$ cat src/rtl/pipe_ctrl.sv
// rtl/pipe_ctrl.sv - stall/flush sequencer with redirect handshake, load-use scoreboard, mem watchdog
module pipe_ctrl #(
    parameter int REG_ADDR_W  = 5,
    parameter int MEM_TIMEOUT = 64,
    parameter int CNT_W       = 16
) (
    input  logic                  clk,
    input  logic                  rst_n,
    input  logic                  id_valid,
    input  logic                  id_rs1_request,
    input  logic [REG_ADDR_W-1:0] id_rs1_addr,
    input  logic                  id_rs2_request,
    input  logic [REG_ADDR_W-1:0] id_rs2_addr,
    input  logic [REG_ADDR_W-1:0] id_rd_addr,
    input  logic                  id_rd_write,
    input  logic                  id_rd_load,
    input  logic                  ex_mispredict,
    input  logic [31:0]           ex_target,
    input  logic                  if_stall_req,
    input  logic                  mem_stall_req,
    input  logic                  if_redirect_ack,
    output logic [4:0]            stall,
    output logic                  flush_ifid,
    output logic                  flush_idex,
    output logic                  redirect_valid,
    output logic [31:0]           redirect_pc,
    output logic                  mem_timeout,
    output logic [CNT_W-1:0]      load_use_cnt
);

    localparam int WD_W = $clog2(MEM_TIMEOUT + 1);
    localparam logic [WD_W-1:0] WD_MAX = WD_W'(MEM_TIMEOUT);

    typedef enum logic {
        ST_RUN,
        ST_REDIRECT
    } state_e;

    state_e                state_q, state_d;
    logic                  redirect_valid_q, redirect_valid_d;
    logic [31:0]           redirect_pc_q, redirect_pc_d;
    logic                  sb_valid_q, sb_valid_d;
    logic [REG_ADDR_W-1:0] sb_rd_q, sb_rd_d;
    logic [WD_W-1:0]       wd_cnt_q, wd_cnt_d;
    logic                  mem_timeout_q, mem_timeout_d;
    logic [CNT_W-1:0]      load_use_cnt_q, load_use_cnt_d;
    logic                  hazard;
    logic                  lu_event;

    // ID reads the register a load currently in EX will write; x0 never enters the scoreboard
    assign hazard = sb_valid_q & id_valid &
                    ((id_rs1_request & (id_rs1_addr == sb_rd_q)) |
                     (id_rs2_request & (id_rs2_addr == sb_rd_q)));

    // Priority-ordered stall/flush decode plus redirect FSM next state
    always_comb begin
        stall            = 5'b00000;
        flush_ifid       = 1'b0;
        flush_idex       = 1'b0;
        lu_event         = 1'b0;
        state_d          = state_q;
        redirect_valid_d = redirect_valid_q;
        redirect_pc_d    = redirect_pc_q;

        if (mem_stall_req) begin
            // whole pipe frozen; a mispredict in EX stays put and is taken later
            stall = 5'b11111;
        end else if (state_q == ST_RUN && ex_mispredict) begin
            flush_ifid       = 1'b1;
            flush_idex       = 1'b1;
            state_d          = ST_REDIRECT;
            redirect_valid_d = 1'b1;
            redirect_pc_d    = ex_target;
        end else if (state_q == ST_REDIRECT) begin
            stall      = 5'b00001;
            flush_ifid = 1'b1;
        end else if (hazard) begin
            stall      = 5'b00011;
            flush_idex = 1'b1;
            lu_event   = 1'b1;
        end else if (if_stall_req) begin
            stall      = 5'b00001;
            flush_ifid = 1'b1;
        end

        if (state_q == ST_REDIRECT && redirect_valid_q && if_redirect_ack) begin
            state_d          = ST_RUN;
            redirect_valid_d = 1'b0;
        end
    end

    // Scoreboard follows the ID/EX register; the load-use bubble clears it so each hazard costs one cycle
    always_comb begin
        sb_valid_d = sb_valid_q;
        sb_rd_d    = sb_rd_q;
        if (!stall[2]) begin
            sb_valid_d = flush_idex ? 1'b0
                       : (id_valid & id_rd_load & id_rd_write & (id_rd_addr != '0));
            sb_rd_d    = id_rd_addr;
        end
    end

    // Watchdog count, sticky timeout flag and saturating load-use counter
    always_comb begin
        wd_cnt_d = '0;
        if (mem_stall_req) begin
            wd_cnt_d = (wd_cnt_q == WD_MAX) ? wd_cnt_q : wd_cnt_q + 1'b1;
        end
        mem_timeout_d  = mem_timeout_q | (wd_cnt_d == WD_MAX);
        load_use_cnt_d = load_use_cnt_q;
        if (lu_event && (load_use_cnt_q != '1)) begin
            load_use_cnt_d = load_use_cnt_q + 1'b1;
        end
    end

    // State registers
    always_ff @(posedge clk or negedge rst_n) begin
        if (!rst_n) begin
            state_q          <= ST_RUN;
            redirect_valid_q <= 1'b0;
            redirect_pc_q    <= '0;
            sb_valid_q       <= 1'b0;
            sb_rd_q          <= '0;
            wd_cnt_q         <= '0;
            mem_timeout_q    <= 1'b0;
            load_use_cnt_q   <= '0;
        end else begin
            state_q          <= state_d;
            redirect_valid_q <= redirect_valid_d;
            redirect_pc_q    <= redirect_pc_d;
            sb_valid_q       <= sb_valid_d;
            sb_rd_q          <= sb_rd_d;
            wd_cnt_q         <= wd_cnt_d;
            mem_timeout_q    <= mem_timeout_d;
            load_use_cnt_q   <= load_use_cnt_d;
        end
    end

    assign redirect_valid = redirect_valid_q;
    assign redirect_pc    = redirect_pc_q;
    assign mem_timeout    = mem_timeout_q;
    assign load_use_cnt   = load_use_cnt_q;

endmodule

$ cat config.mk
export PLATFORM = sky130hd
export DESIGN_NAME = pipe_ctrl
export DESIGN_NICKNAME = d
export VERILOG_FILES = /design/src/rtl/pipe_ctrl.sv
export SDC_FILE = /design/constraint.sdc
export NUM_CORES = 1
export LEC_CHECK = 0
export CAP_MARGIN = 10
export CORE_MARGIN = 2
export CORE_UTILIZATION = 35
export CTS_CLUSTER_DIAMETER = 100
export CTS_CLUSTER_SIZE = 12
export DETAILED_ROUTE_END_ITERATION = 6
export PLACE_DENSITY = 0.69
export SLEW_MARGIN = 20
export SYNTH_ARGS = -nofsm -noshare
export SYNTH_HDL_FRONTEND = slang
export SYNTH_SLANG_ARGS = --single-unit
$ cat constraint.sdc
create_clock -name clk -period 1.8 [get_ports clk]
set_input_delay 0.27 -clock clk [delete_from_list [all_inputs] [get_ports clk]]
set_output_delay 0.27 -clock clk [all_outputs]
set_load 0.02 [all_outputs]
* Word level (Yosys, flattened, before mapping)
Index checks and enable logic that the tools add are counted.
** Storage, ports and cells
- Output and inout port bits :: 57
- Bits of input ports :: 58
- Word-level logic and storage cells :: 55
- Register bits after elaboration :: 63
** Cells by class
- Bitwise logic cells :: 11
- Add/subtract/negate cells :: 2
- Eq/ne operators :: 6
- Reduce and logical (&&, ||, !) cells :: 7
- Muxes and demuxes :: 22
** Operators with widths (number)
- $add A16 B1 Y16 const B :: 1
- $mux W1 :: 16
- $ne A16 B16 Y1 const B :: 1
- $eq A7 B7 Y1 const B :: 2
- $mux W7 :: 2
- $eq A5 B5 Y1 :: 2
- $add A7 B1 Y7 const B :: 1
- $and A1 B1 Y1 :: 7
- $mux W2 :: 3
- $mux W5 :: 1
- $reduce_bool A5 Y1 :: 1
- $reduce_and A2 Y1 :: 2
- $logic_and A1 B1 Y1 :: 3
- $ne A2 B1 Y1 const B :: 1
- $not A1 Y1 :: 2
- $or A1 B1 Y1 :: 2
- $reduce_bool A2 Y1 :: 1

* Logic depth before layout (Yosys ltp)
- Word-level depth :: 9
- Depth in mapped cells :: 7
- Mapped depth without buffers :: 6

* Least setup slack after synthesis
OpenSTA, ideal clock, no wires.
- Path kind :: reg2reg
- Start point :: reg load_use_cnt_q[6] (netlist: load_use_cnt[6])
- End point :: reg load_use_cnt_q[1] (netlist: load_use_cnt[1])
- Path slack :: -275 ps
- Stages on the path, launching flop included :: 7
- Arrival time :: 1948 ps
- Buffers on the path :: 1
- Clock period less this slack :: 2075 ps
- Setup time :: 128 ps
- Cells stage by stage :: dfrtp_1 nand4_2 or4_1 buf_2 nand2_1 or2_2 mux2_1
** Between the ends
- Longest elaborated chain between the ends :: 2
** Ends and longest elaborated chain
- start, declared :: RTL line 46 : logic [CNT_W-1:0] load_use_cnt_q, load_use_cnt_d;
- start signal, assigned :: RTL line 135 : load_use_cnt_q <= load_use_cnt_d;
- $ne A16 B16 Y1 :: RTL line 111 : if (lu_event && (load_use_cnt_q != '1)) begin
- $logic_and A1 B1 Y1 :: RTL line 111
No other way between the ends.
A chain may end at the register's enable or synchronous reset.

* Worst setup path after layout
- Start point :: reg sb_rd_q[4]
- End point :: out stall[0]
** Between the ends
- Longest elaborated chain between the ends :: 8
- Elaborated cells between the ends (all ways) :: 10
** Ends and longest elaborated chain
- start, declared :: RTL line 43 : logic [REG_ADDR_W-1:0] sb_rd_q, sb_rd_d;
- start signal, assigned :: RTL line 132 : sb_rd_q <= sb_rd_d;
- $eq A5 B5 Y1 (on tied branches) :: RTL line 52, 53
- $and A1 B1 Y1 (on tied branches) :: RTL line 52, 53
- $or A1 B1 Y1 (*) :: RTL line 52 : ((id_rs1_request & (id_rs1_addr == sb_rd_q)) |
- $and A1 B1 Y1 (*) :: RTL line 51 : assign hazard = sb_valid_q & id_valid &
- $mux W2 (*) :: RTL line 77 : end else if (hazard) begin
- $mux W2 (*) :: RTL line 74 : end else if (state_q == ST_REDIRECT) begin
- $mux W2 (*) :: RTL line 68 : end else if (state_q == ST_RUN && ex_mispredict) begin
- $mux W5 (*) :: RTL line 65 : if (mem_stall_req) begin
- end, declared :: RTL line 22 : output logic [4:0] stall,
Mark *: on every way between the ends. The rest lies on a longest branch, timed or not.

==> summary.txt <==
Floorplan
  – # IOs: 115
  – Core footprint: 0.00813 mm^2
  – Die area: 0.00906 mm^2
  – Die height: ~95 um
  – Die span in x: 95.2 um
  – Std-Cell Rows: 33
  – Initial core utilization: 35.8%

Clock network
  – Root buffer cell: clkbuf_8
  – H-tree Lvls: 3
  – Clock buffer depth: 2
  – CTS buffer count: 9
  – Clock slew at reported path FFs: approximately 0.080 ns
  – Clock latency on the worst-skew pair: between 0.3 and 0.4 ns
  – CTS tree: done
  – Sink Count: 63

Synthesis
  – Synthesized cell area: 0.00291 mm^2
  – Yosys reg bits: 63
  – EDFF count, synth: 0
  – Sequential area share after synthesis: 54.2%
  – Synth warn: 0
  – Dominant synthesized flop cell: dfrtp_1
  – Asr flop ratio synth: 100%
  – Post-synthesis cell type count: 38
  – Syn avg cell area: 9.42 um^2
  – Cell count after synthesis: between 300 and 400
  – Synthesized net count: 370

Finish
  – Number of nets in the layout: 526
  – Final core occ: 60.7%
  – Fin cells: 575
  – Layout cells sized above 1: 21.9%
  – Ant. Diodes: 0
  – Area of all sequential standard cells: between 0.0015 and 0.002 mm^2
  – Area of the multi-input gates: 0.00142 mm^2
  – Area Overhead vs Synth: 69.6%
  – Fill cells: roughly 670

Global route
  – Pin count of the biggest net entering global routing: 34
  – Vias in the first global route: 2638
  – All-Layer GR Usage: 17.4%
  – GRT overflow: 0
  – Initial antenna violation count: 0
  – First-pass GRT wire length: between 10000 and 15000 um

Setup path
  – CP required: 1.53 ns
  – Crit path max-delay cell type: dfrtp_1
  – Critical path fanouts, max: 4
  – CP bufs+invs: 1
  – Crit path launch type: flip-flop
  – Crit path DAT: 1.71 ns
  – Crit-path leading delay family: compound AO/OA/AOI/OAI gates
  – CP endpoint kind: output pin
  – Crit path kind: reg -> out
  – Critical Path, Cell by Cell: xnor2_1 -> nand4_1 -> o22a_2 -> nor2b_4 -> o41a_1 -> buf_6
  – Max incr delay on CP: between 0.4 and 0.5 ns

Run
  – Max_cap viols: 0

Routing
  – Vias: 2732
  – DR WL met3: 553 um
  – Met2 wire length: 3820 um
  – Routed Antenna Nets: 0
  – Initial DRC count: 96
  – Highest routed layer: met4
  – DRT Pass-1 Iters: 4
  – DRT met1 WL: 3290 um
  – Post-route DRC: 0
  – WL/cell: 13.6 um
  – Vias per inst: 4.75
  – Final wirelength: 7800 um

Placed design
  – Placed cell count: 553
  – Routability-driven placement congestion ratio: 0.856
  – Port bufs: 114
  – Post-DP HPWL: 5560 um

Worst hold path
  – Hold WC Path Type: in -> async

Power and ir drop
  – Switching Fraction: 27.2%
  – Switching pwr: approximately 1.1 mW
  – Design Power: between 4 and 5 mW
  – Clock share of power: 35.0%
  – Part of the power in registers: a little over 40%
  – Gate power share: about a quarter
  – Worst vdd ir: 0.522 mV
  – Pleak: 2.39 nW
  – PwrDens: slightly above 800 mW/mm^2
  – P_int: approximately 3.0 mW

STA
  – Final setup viols: 9
  – Final Critical Period: roughly 2.0 ns
  – Unrepaired setup endpoints after global routing: yes
  – Worst rel slew slack: between 40% and 50%
  – Clock Skew: about 0.017 ns
  – Final period util: 110%
  – Worst Setup Slack, final: -0.181 ns
  – Max Freq: 505 MHz
  – Worst-margin pin slew: between 0.7 and 0.8 ns
  – Final Hold Viols: 0
  – Slew Limit Fails: 0

Status
  – Failing checks: negative setup slack
  – Outcome: complete, but fails checks
[cells in the final DEF, fill, tap and decap left out, types with 3 or more instances in the layout]
| master | instances |
|---|---|
| buf_12 | 5 |
| buf_4 | 41 |
| buf_6 | 3 |
| clkbuf_8 | 12 |
| clkdlybuf4s50_1 | 106 |
| dfrtp_1 | 53 |
| dfrtp_2 | 10 |
| dlygate4sd2_1 | 3 |
| inv_1 | 9 |
| mux2_2 | 5 |
| nand2_1 | 104 |
| nand3_1 | 9 |
| nand4_1 | 10 |
| nor2_1 | 16 |
| nor2_2 | 3 |
| nor3_1 | 3 |
| nor4b_4 | 3 |
| o21ai_0 | 4 |
| xnor2_1 | 14 |
| xor2_1 | 16 |
[worst paths after layout]
check	from	endpoint	slack (ns)	cells after the start
max in group asynchronous	rst_n	redirect_pc[17]$_DFFE_PN0P_	1.21	2
setup reg to reg	sb_rd_q[4]$_DFFE_PN0N_	load_use_cnt[1]$_DFFE_PN0P_	-0.12	7
min in group clk	ex_target[28]	redirect_pc[28]$_DFFE_PN0P_	0.47	3
setup / recovery	sb_rd_q[4]$_DFFE_PN0N_	stall[0]	-0.18	6
hold reg to reg	redirect_pc[3]$_DFFE_PN0P_	redirect_pc[3]$_DFFE_PN0P_	0.47	2
hold / removal	rst_n	load_use_cnt[10]$_DFFE_PN0P_	0.01	1
[area by class of cell]
cell class	instances	area share, %
clock buffers	13	3.42
clock inverters	3	1.32
flip-flops and latches	63	32.2
inverters	9	0.684
multi-input cells	223	28.7
repair buffers	159	31.1
well taps	105	2.66
[worst register-to-register path: cells and delay by family, from the launching register on]
kind,cells,cell delay (ns)
DFF,1,0.42
AOI/OAI and AO/OA,1,0.27
and+or+nand+nor,2,0.37
buffers and inverters,2,0.29
xor gates and xnor gates,1,0.16
muxes,1,0.31
[flip-flops by register name, summed over array words and instances, names as in the netlist]
name	count
mem_timeout	1
wd_cnt_q	7
redirect_valid	1
load_use_cnt	16
redirect_pc	32
sb_valid_q	1
sb_rd_q	5
[routing by layer]
layer	global-route usage, %	vias to the layer above
met5	0	-
met4	7.61	0
met3	4.43	10
met2	29.0	90
met1	21.1	1302
li1	-	1330
[cell usage after synthesis, types with 4 or more instances]
| library cell | count | area (um^2) |
|---|---|---|
| nor3_1 | 5 | 25.0 |
| nand3_1 | 9 | 45.0 |
| clkbuf_1 | 9 | 33.8 |
| xnor2_1 | 15 | 131 |
| dfrtp_1 | 63 | 1580 |
| nand2_1 | 105 | 394 |
| inv_1 | 9 | 33.8 |
| xor2_1 | 16 | 140 |
| o21ai_0 | 4 | 20.0 |
| nand4_1 | 10 | 62.6 |
| mux2_2 | 5 | 56.3 |
| nor2_1 | 19 | 71.3 |
[stage by stage]
stage	cell area (um^2)	setup slack (ns)	TNS (ns)	hold slack, ns
after CTS	4760	-0.291	-1.15	0.0242
after floorplan	2960	-0.0933	-0.194	-0.0256
after global routing	4940	-0.295	-2.19	0.0609
after global placement	4490	-0.743	-5.51	0.390
final	4940	-0.181	-1.04	0.0112
after detailed placement	4490	-0.763	-6.38	0.392
[cells by family after synthesis]
| kind of cell | synth area share [%] |
|---|---|
| AOI/OAI and AO/OA | 3.48 |
| DFF | 54.2 |
| muxes | 2.32 |
| xor gates and xnor gates | 9.33 |
| and+or+nand+nor | 26.0 |
| adders and majority gates | 1.29 |
| buffers and inverters | 3.44 |
[timing repair]
item                       4_1_cts  5_1_grt
pin swaps                        8       22
setup endpoints to repair       12       15
gates resized for setup         32       23
setup buffers                    1        6
hold buffers                     0        0
[power by group through the flow]
stage                     registers [mW]  clock network (mW)  logic (mW)
after detailed placement            1.70                   0       0.981
after global routing                1.70                1.52        1.06
after global placement              1.70                   0       0.964
final                               1.67                1.43       0.980
after CTS                           1.68                1.47       0.986
after floorplan                     1.87                   0       0.241
Power figures use the tool's default switching activity.
